File: config.mk
export PLATFORM = sky130hd
export DESIGN_NAME = mac_seq_border
export DESIGN_NICKNAME = d
export VERILOG_FILES = /design/src/rtl/mac_seq_border.sv
export SDC_FILE = /design/constraint.sdc
export NUM_CORES = 1
export LEC_CHECK = 0
export CORE_MARGIN = 3
export CORE_UTILIZATION = 47
export DETAILED_ROUTE_END_ITERATION = 12
export GPL_TIMING_DRIVEN = 0
export PLACE_DENSITY_LB_ADDON = 0.1
export SYNTH_ARGS = -nofsm -noshare
export SYNTH_HDL_FRONTEND = slang
export SYNTH_SLANG_ARGS = --single-unit
File: constraint.sdc
create_clock -name clk -period 5.16 [get_ports clk]
set_input_delay 0.774 -clock clk [delete_from_list [all_inputs] [get_ports clk]]
set_output_delay 0.774 -clock clk [all_outputs]
set_load 0.02 [all_outputs]
File: src/rtl/mac_seq_border.sv
// Operand sequencer for the border PE of the bit-serial systolic array.
// Accepts ifm/wght pairs over valid/ready and steps one MAC per 2**IDEPTH cycles.
module mac_seq_border #(
  parameter int IWIDTH = 16,
  parameter int IDEPTH = 4,
  parameter int LWIDTH = 8
) (
  input  logic                     clk,
  input  logic                     rst,
  input  logic                     start,
  input  logic [LWIDTH-1:0]        len,
  input  logic                     abort,
  output logic                     busy,
  output logic                     done,
  input  logic                     in_valid,
  output logic                     in_ready,
  input  logic signed [IWIDTH-1:0] in_ifm,
  input  logic signed [IWIDTH-1:0] in_wght,
  output logic [IDEPTH-1:0]        idx,
  output logic                     mac_done,
  output logic                     en_i,
  output logic                     en_w,
  output logic                     clr_i,
  output logic                     clr_w,
  output logic                     en_o,
  output logic                     clr_o,
  output logic signed [IWIDTH-1:0] ifm,
  output logic signed [IWIDTH-1:0] wght
);

  typedef enum logic [1:0] {IDLE, FETCH, RUN, FIN} state_t;

  localparam logic [IDEPTH-1:0] IDX_LAST = '1;
  localparam logic [IDEPTH-1:0] IDX_PRE  = IDX_LAST - 1'b1;
  localparam logic [LWIDTH-1:0] CNT_ONE  = LWIDTH'(1);

  state_t                  state_q, state_d;
  logic [IDEPTH-1:0]       idx_q, idx_d;
  logic [LWIDTH-1:0]       cnt_q, cnt_d;
  logic                    first_q, first_d;
  logic                    busy_q, busy_d, done_q, done_d, in_ready_q, in_ready_d;
  logic                    mac_done_q, mac_done_d, en_i_q, en_i_d, en_w_q, en_w_d;
  logic                    en_o_q, en_o_d, clr_i_q, clr_i_d, clr_w_q, clr_w_d;
  logic                    clr_o_q, clr_o_d;
  logic signed [IWIDTH-1:0] ifm_q, ifm_d, wght_q, wght_d;
  logic                    take;

  // Every output is a register, so the next cycle's control word is built here.
  // A taken handshake overrides the per-state result and opens idx=0 of a MAC.
  always_comb begin
    state_d    = state_q;
    idx_d      = '0;
    cnt_d      = cnt_q;
    first_d    = first_q;
    ifm_d      = ifm_q;
    wght_d     = wght_q;
    busy_d     = 1'b0;
    done_d     = 1'b0;
    in_ready_d = 1'b0;
    mac_done_d = 1'b0;
    en_i_d     = 1'b0;
    en_w_d     = 1'b0;
    en_o_d     = 1'b0;
    clr_i_d    = 1'b0;
    clr_w_d    = 1'b0;
    clr_o_d    = 1'b0;
    take       = in_valid && in_ready_q && !abort;

    if (abort) begin
      state_d = IDLE;
      cnt_d   = '0;
      first_d = 1'b0;
      clr_i_d = 1'b1;
      clr_w_d = 1'b1;
      clr_o_d = 1'b1;
    end else begin
      unique case (state_q)
        IDLE: begin
          if (start) begin
            if (len != '0) begin
              state_d    = FETCH;
              cnt_d      = len;
              first_d    = 1'b1;
              busy_d     = 1'b1;
              in_ready_d = 1'b1;
            end else begin
              state_d = FIN;
              done_d  = 1'b1;
            end
          end
        end
        FETCH: begin
          busy_d     = 1'b1;
          in_ready_d = !take;
        end
        RUN: begin
          busy_d = 1'b1;
          if (idx_q != IDX_LAST) begin
            idx_d  = idx_q + 1'b1;
            en_o_d = 1'b1;
            if (idx_q == IDX_PRE) begin
              mac_done_d = 1'b1;
              in_ready_d = (cnt_q > CNT_ONE);
            end
          end else begin
            cnt_d = cnt_q - 1'b1;
            if (cnt_q == CNT_ONE) begin
              state_d = FIN;
              done_d  = 1'b1;
              busy_d  = 1'b0;
            end else if (!take) begin
              state_d    = FETCH;
              in_ready_d = 1'b1;
            end
          end
        end
        FIN: begin
          state_d = IDLE;
        end
      endcase

      if (take) begin
        state_d = RUN;
        idx_d   = '0;
        en_i_d  = 1'b1;
        en_w_d  = 1'b1;
        en_o_d  = 1'b1;
        clr_o_d = first_q;
        first_d = 1'b0;
        ifm_d   = in_ifm;
        wght_d  = in_wght;
      end
    end
  end

  always_ff @(posedge clk) begin
    if (rst) begin
      state_q    <= IDLE;
      idx_q      <= '0;
      cnt_q      <= '0;
      first_q    <= 1'b0;
      busy_q     <= 1'b0;
      done_q     <= 1'b0;
      in_ready_q <= 1'b0;
      mac_done_q <= 1'b0;
      en_i_q     <= 1'b0;
      en_w_q     <= 1'b0;
      en_o_q     <= 1'b0;
      clr_i_q    <= 1'b0;
      clr_w_q    <= 1'b0;
      clr_o_q    <= 1'b0;
      ifm_q      <= '0;
      wght_q     <= '0;
    end else begin
      state_q    <= state_d;
      idx_q      <= idx_d;
      cnt_q      <= cnt_d;
      first_q    <= first_d;
      busy_q     <= busy_d;
      done_q     <= done_d;
      in_ready_q <= in_ready_d;
      mac_done_q <= mac_done_d;
      en_i_q     <= en_i_d;
      en_w_q     <= en_w_d;
      en_o_q     <= en_o_d;
      clr_i_q    <= clr_i_d;
      clr_w_q    <= clr_w_d;
      clr_o_q    <= clr_o_d;
      ifm_q      <= ifm_d;
      wght_q     <= wght_d;
    end
  end

  assign busy     = busy_q;
  assign done     = done_q;
  assign in_ready = in_ready_q;
  assign idx      = idx_q;
  assign mac_done = mac_done_q;
  assign en_i     = en_i_q;
  assign en_w     = en_w_q;
  assign en_o     = en_o_q;
  assign clr_i    = clr_i_q;
  assign clr_w    = clr_w_q;
  assign clr_o    = clr_o_q;
  assign ifm      = ifm_q;
  assign wght     = wght_q;

endmodule
### Word-level counts from Yosys, hierarchy flattened

Index checks and enable logic that the tools add are counted.

* add/subtract/negate cells: 2
* multiply operators: 0
* div/mod/pow operators: 0
* magnitude comparators: 1
* equal/unequal tests: 11
* shift-type cells: 0
* muxes and demuxes: 33
* bitwise gates (word level): 3
* reductions and logical operators: 18

Operator list (count)
* $mux W8: 3
* $mux W1: 20
* $pmux W8 S2: 1
* $mux W2: 5
* $reduce_and A3 Y1: 3
* $eq A8 B1 Y1 const B: 1
* $gt A8 B1 Y1 const B: 1
* $reduce_bool A8 Y1: 1
* $sub A8 B1 Y8 const B: 1
* $ne A2 B2 Y1 const B: 3
* $ne A3 B3 Y1 const B: 2
* $pmux W1 S3: 2
* $pmux W2 S3: 1
* $reduce_or A5 Y1: 1
* $add A4 B1 Y4 const B: 1
* $eq A2 B2 Y1 const B: 2
* $eq A4 B4 Y1 const B: 1
* $ne A4 B4 Y1 const B: 1
* $reduce_and A4 Y1: 1
* $reduce_bool A4 Y1: 1
* $reduce_or A4 Y1: 1
* $not A1 Y1: 3
* $reduce_bool A3 Y1: 1
* $reduce_or A3 Y1: 1
* other kinds (8): 10

* flip-flop bits (word level): 55
* bits in latches: 0
* RAM bits: 0
* memory bits (read-only): 0
* output and inout port bits: 46
* word-level logic and storage cells: 83
* memories kept: 0

### Logic depth before layout (Yosys ltp)

Gate-level depths: netlist of the first run.

* depth in word-level cells: 6
* gate-level depth with buffers: 7
* gate-level depth less buffers: 6

### Least setup slack after synthesis of the first run

No wires, ideal clock.

* kind: in2reg
* start point: input port len[2]
* end point: register cnt_q[2]
* library setup time: 0.116 ns
* arrival time: 1.816 ns
* data required time: 5.044 ns
* setup slack: 3.228 ns
* stages: 5
* path buffers: 1
* cell sequence: nor4_2 nand3_2 and2_1 buf_6 a31o_2

* word-level cells in the longest chain between the ends: 3

Ends and longest elaborated chain
* start: declaration: RTL line 11 `input logic [LWIDTH-1:0] len,`
* $reduce_bool A8 Y1 or $mux W8 (tied branches): RTL line 80 `if (len != '0) begin`
* $ne A2 B2 Y1 (no source line) or $mux W8 (tied branches)
* $reduce_and A4 Y1 (no source line) or $pmux W8 S2 (tied branches)
* end signal: assignment: RTL line 157 `cnt_q <= cnt_d;`
* end: declaration: RTL line 39 `logic [LWIDTH-1:0] cnt_q, cnt_d;`

Several ways; a longest one is shown, not always the timed one. The select of a mux whose other input is x is not followed.
A chain may end at the register's enable or synchronous reset.

### Final worst setup path of the first run

* start point: input port len[2]
* end point: register cnt_q[7]

* word-level cells in the longest chain between the ends: 3

Ends and longest elaborated chain (RTL line)
* $reduce_bool A8 Y1: 80
* $ne A2 B2 Y1 (no source line)
* $reduce_and A4 Y1 (no source line)

Every way passes these cells.

==> results.sh, run 1 <==
export IMPL_worstSetupStartpointType="input pin"
export IMPL_grt_max_degree=18
export IMPL_cts_buffers=5
export IMPL_clk_path_buf_depth=2
export IMPL_diodes=0
export IMPL_yosysUniqueCellTypes=51
export IMPL_finalClockSkew_ns=0.00727
export IMPL_grt_first_pass_wirelength_um=10500
export IMPL_worstMarginPinSlew_ns=0.593
export IMPL_wl_per_cell_um=13.5
export IMPL_min_path_type="flip-flop to flip-flop"
export IMPL_ant_nets=0
export IMPL_synth_area_leader_cell="dfxtp_1"
export IMPL_drc=0
export IMPL_synthArstFlopShare_pct=0
export IMPL_final_min_clock_period_ns=2.29
export IMPL_grt_pass1_vias=2221
export IMPL_setup_viol_count_final=0
export IMPL_synth_top_area_share_pct=45.0
export IMPL_postSynthNetCount=348
export IMPL_drt_initial_drc_count=95
export IMPL_cp_data_required_time_ns=5.36
export IMPL_nets=444
export IMPL_cts_sinks=55
export IMPL_arrival_ns=2.49
export IMPL_drtPass1Iterations=4
export IMPL_grt_ovfl_total=0
export IMPL_synth_commonest_cells="nand2_1 (77), dfxtp_1 (55), a21oi_1 (43)"
export IMPL_postCtsHoldBufs=0
export IMPL_synth_edff_count=0
export IMPL_endpoint_kind="flip-flop"
export IMPL_drt_total_wl_um=6200
export IMPL_synth_ff_type="dfxtp_1"
export IMPL_worst_path_max_fanout=9
export IMPL_cts_setup_buffers=0
export IMPL_yosys_warnings=0
export IMPL_cts_max_level=2
export IMPL_maxCapViolations=0
export IMPL_routed_via_density=5.20
export IMPL_fmax_mhz=437
export IMPL_final_cell_area_um2=3530
export IMPL_place_port_buffers=89
export IMPL_rsz0062_at_grt="false"
export IMPL_yosys_top_cells_area="dfxtp_1 (45%), nand2_1 (12%), a21oi_1 (8.8%), ha_1 (4.6%), nor2_1 (2.0%)"
export IMPL_cts_resized=0
export IMPL_boundaryPins=91
export IMPL_syn_to_final_growth_pct=44.4
export IMPL_dieArea_um2=6110
export IMPL_die_y_um=78.2
export IMPL_p_leak_nw=1.23
export IMPL_grtUsageTotal_pct=21.0
export IMPL_yosysSeqAreaShare_pct=45.0
export IMPL_timing_final_max_slew_violations=0
export IMPL_cts_root_buf="clkbuf_8"
export IMPL_start_util_pct=50.2
export IMPL_vias=2380
export IMPL_antenna_found_initial=0
export IMPL_placed_cell_area_um2=3420
export IMPL_finalSetupTns_ns=0
export IMPL_cts_tree="yes"
export IMPL_coreArea_um2=4880
export IMPL_syn_inst=294
export IMPL_synth_most_common_cell="nand2_1"
export IMPL_clkTransAtPathRegs_ns=0.09
export IMPL_insertion_delay_ns=0.31
export IMPL_syn_area_um2=2450
export IMPL_total_power_mw=0.898
export IMPL_synth_seq_cells=55
export IMPL_slew_headroom_pct=60.1
export IMPL_dp_hpwl_um=4570
export IMPL_drive_above_1_share_pct=7.67
export IMPL_hold_viol_final=0
export IMPL_path_class="input pin to flip-flop"
export IMPL_chipWidth_um=78.2
export IMPL_outcome="finished clean"
export IMPL_syn_mean_instance_area_um2=8.33
export IMPL_vdd_drop_max_uv=163
export IMPL_fp_row_count=25
export IMPL_period_share_pct=44.3
export IMPL_p_per_area_nw_per_um2=254
export IMPL_finalWeightedCongestion=0.869
export IMPL_timing_hold_ws_ns=0.456
==> metal layers <==
layer	GRT usage, %	up-vias	wire length [µm]
li1	-	1201	-
met1	27.9	1084	2870
met2	34.2	86	2820
met3	4.47	9	423
met4	6.29	0	87
met5	0	-	0
==> critical path, stage by stage <==
cell and delay, ns:
clkdlybuf4s50_1 0.45, nor4_2 0.39, nand3_2 0.27, and2_1 0.24, buf_6 0.14, a31o_2 0.23
==> state kept, by name, indices dropped and copies added, names as in the netlist <==
signal	cells
ifm	16
wght	16
cnt_q	8
idx	4
state_q	2
busy	1
clr_o	1
clr_w	1
done	1
en_o	1
en_w	1
first_q	1
in_ready	1
mac_done	1
==> worst paths after layout <==
kind / to / cells after the start / slack (ns) / from
hold / removal: wght[3]$_SDFFE_PP0P_ / 2 / 0.46 / wght[3]$_SDFFE_PP0P_
setup reg to reg: cnt_q[7]$_SDFFE_PP0P_ / 7 / 3.06 / state_q[0]$_SDFFE_PP0P_
hold reg to reg: wght[3]$_SDFFE_PP0P_ / 2 / 0.46 / wght[3]$_SDFFE_PP0P_
setup / recovery: cnt_q[7]$_SDFFE_PP0P_ / 6 / 2.87 / len[2]
==> logic make-up after synthesis <==
logic type / after synthesis / synth area share [%]
simple gates: 124 / 23.7
xor+xnor: 2 / 0.716
buf+inv: 28 / 5.72
flops: 55 / 45.0
fa+ha+maj: 9 / 4.60
compound gates: 74 / 19.5
mux: 2 / 0.869
==> area by class of cell <==
| cell class | instances | area, µm² |
|---|---|---|
| Timing Repair Buffer | 89 | 891 |
| Buffer | 19 | 106 |
| Fill cell | 384 | 1350 |
| Clock inverter | 2 | 38.8 |
| Tap cell | 67 | 83.8 |
| Multi-Input combinational cell | 211 | 1210 |
| Sequential cell | 55 | 1100 |
| Inverter | 9 | 33.8 |
| Clock buffer | 6 | 72.6 |
==> layout by cell type, fill, tap and decap left out, types with 3 or more instances in the layout <==
cell / Yosys / final
clkdlybuf4s50_1: 0 / 89
nand2_1: 77 / 77
dfxtp_1: 55 / 55
a21oi_1: 43 / 43
nor2_1: 13 / 13
clkbuf_1: 12 / 13
inv_1: 9 / 9
ha_1: 9 / 9
nand3_1: 8 / 8
clkbuf_8: 1 / 6
a31oi_1: 5 / 5
a31o_2: 4 / 4
nor4_1: 3 / 3
o31ai_1: 3 / 3
or4_1: 3 / 3
==> power by group <==
group | switching (mW) | internal, mW | leakage, nW
Clock | 0.142 | 0.147 | 0.0558
Combinational | 0.0814 | 0.0804 | 0.728
Sequential | 0.0102 | 0.437 | 0.446
==> metrics by stage <==
step / worst slack, ns / utilization, % / cells
after floorplan: 3.23 / - / 294
after detailed placement: 2.57 / 70.2 / 450
final: 2.87 / 72.4 / 458
after global placement: 2.57 / 70.2 / 450
after CTS: 2.90 / 72.4 / 458
after global routing: 2.74 / 72.4 / 458
(Power assumes the default switching activity.)
==> run 2: changes to the inputs <==
--- a/config.mk
+++ b/config.mk
@@ -6,7 +6,7 @@
 export NUM_CORES = 1
 export LEC_CHECK = 0
 export CORE_MARGIN = 3
-export CORE_UTILIZATION = 47
+export CORE_UTILIZATION = 44
 export DETAILED_ROUTE_END_ITERATION = 12
 export GPL_TIMING_DRIVEN = 0
 export PLACE_DENSITY_LB_ADDON = 0.1
==> constraint.sdc (replaced) <==
create_clock -name clk -period 2.3 [get_ports clk]
set_input_delay 0.345 -clock clk [delete_from_list [all_inputs] [get_ports clk]]
set_output_delay 0.345 -clock clk [all_outputs]
set_load 0.02 [all_outputs]
==> results.sh, run 2 (synthesized netlist as in run 1, its figures left out) <==
export IMPL_outcome="finished clean"
export IMPL_cts_root_buf="clkbuf_8"
export IMPL_finalWeightedCongestion=0.873
export IMPL_ant_nets=0
export IMPL_timing_final_max_slew_violations=0
export IMPL_drt_initial_drc_count=136
export IMPL_grt_pass1_vias=2152
export IMPL_r2r_start="state_q[0]$_SDFFE_PP0P_"
export IMPL_dp_hpwl_um=4730
export IMPL_p_per_area_nw_per_um2=548
export IMPL_arrival_ns=2.32
export IMPL_grt_ovfl_total=0
export IMPL_slew_headroom_pct=56.1
export IMPL_fmax_mhz=480
export IMPL_diodes=0
export IMPL_fp_row_count=26
export IMPL_finalSetupTns_ns=0
export IMPL_chipWidth_um=80.6
export IMPL_drt_total_wl_um=6450
export IMPL_cts_max_level=2
export IMPL_p_leak_nw=1.22
export IMPL_grt_max_degree=18
export IMPL_drc=0
export IMPL_layout_commonest_cell="clkdlybuf4s50_1"
export IMPL_start_util_pct=46.8
export IMPL_grtUsageTotal_pct=20.5
export IMPL_cts_tree="yes"
export IMPL_path_class="flip-flop to flip-flop"
export IMPL_critical_path_slowest_cell="a211oi_4"
export IMPL_worstMarginPinSlew_ns=0.652
export IMPL_rsz0062_at_grt="false"
export IMPL_maxCapViolations=0
export IMPL_clkTransAtPathRegs_ns=0.10
export IMPL_min_path_type="input pin to flip-flop"
export IMPL_vias=2410
export IMPL_syn_to_final_growth_pct=44.0
export IMPL_critPathTopFamily="compound AO/OA/AOI/OAI gates"
export IMPL_drtPass1Iterations=4
export IMPL_hold_viol_final=0
export IMPL_final_cell_area_um2=3530
export IMPL_boundaryPins=91
export IMPL_antenna_found_initial=0
export IMPL_cts_setup_buffers=0
export IMPL_vdd_drop_max_uv=264
export IMPL_final_cell_mix="clkdlybuf4s50_1 (89), nand2_1 (77), dfxtp_1 (55), a21oi_1 (43), nor2_1 (13)"
export IMPL_worstPathCellList="inv_1, ha_1, and2b_2, a211oi_4, o211ai_1, a221oi_2"
export IMPL_placed_cell_area_um2=3430
export IMPL_coreArea_um2=5240
export IMPL_worstSetupStartpointType="flip-flop"
export IMPL_dp_cells=453
export IMPL_die_y_um=80.6
export IMPL_cp_startpoint="state_q[0]$_SDFFE_PP0P_"
export IMPL_finalClockSkew_ns=0.00491
export IMPL_final_min_clock_period_ns=2.08
export IMPL_wl_per_cell_um=14.0
export IMPL_nets=444
export IMPL_worst_path_max_fanout=10
export IMPL_endpoint_kind="flip-flop"
export IMPL_postCtsHoldBufs=0
export IMPL_cts_sinks=55
export IMPL_fillers=464
export IMPL_fin_util_pct=67.3
export IMPL_grt_first_pass_wirelength_um=10400
export IMPL_fin_cells=461
export IMPL_setup_viol_count_final=0
export IMPL_routed_via_density=5.23
export IMPL_critical_path_max_stage_delay_ns=0.46
export IMPL_place_port_buffers=89
export IMPL_cts_resized=0
export IMPL_cts_buffers=5
export IMPL_drive_above_1_share_pct=7.93
export IMPL_worstHoldStart="rst"
export IMPL_insertion_delay_ns=0.31
export IMPL_regArea_um2=1100
export IMPL_path_buf_inv=1
export IMPL_period_share_pct=90.6
export IMPL_dieArea_um2=6500
export IMPL_cp_data_required_time_ns=2.53
export IMPL_clk_path_buf_depth=2
export IMPL_multi_input_comb_area_um2=1210
[run 2: cell types whose count changed in the layout (fill, tap and decap cells not counted), sizes merged]
cell / change
clkinvlp: +1
inv: -1
clkinv: +1
bufinv: -1
[run 2: path summary, 6_finish.rpt]
path | end | slack (ns) | depth (start not counted)
setup reg to reg | cnt_q[0]$_SDFFE_PP0P_ | 0.22 | 6
hold reg to reg | wght[2]$_SDFFE_PP0P_ | 0.46 | 2
hold / removal | ifm[6]$_SDFFE_PP0P_ | 0.42 | 2
setup / recovery | cnt_q[0]$_SDFFE_PP0P_ | 0.22 | 6
[run 2: final cells by class]
class                           instances  area share (%)
Multi-Input combinational cell        211            34.2
Sequential cell                        55            31.2
Timing Repair Buffer                   89            25.3
Buffer                                 19            3.02
Tap cell                               70            2.48
Clock buffer                            6            2.34
Inverter                                9           0.958
Clock inverter                          2           0.461
[run 2: power by group]
part | switching [mW] | internal, mW | total, mW
combinational | 0.186 | 0.180 | 0.366
clock | 0.318 | 0.246 | 0.564
sequential | 0.0225 | 0.980 | 1.00
total | 0.526 | 1.41 | 1.93
[run 2: routing by layer]
metal	share of wire [%]	GRT usage (%)
met1	46	28.4
met2	43	29.9
met3	9.3	6.17
met4	1.7	7.26
met5	0	0
[run 2: per-stage QoR]
step	hold slack [ns]	setup slack, ns	total power [mW]
after floorplan	0.424	0.488	1.23
after global placement	0.441	0.0715	1.38
after CTS	0.415	0.218	1.95
final	0.418	0.216	1.93
after detailed placement	0.440	0.0689	1.39
after global routing	0.470	0.0551	2.02
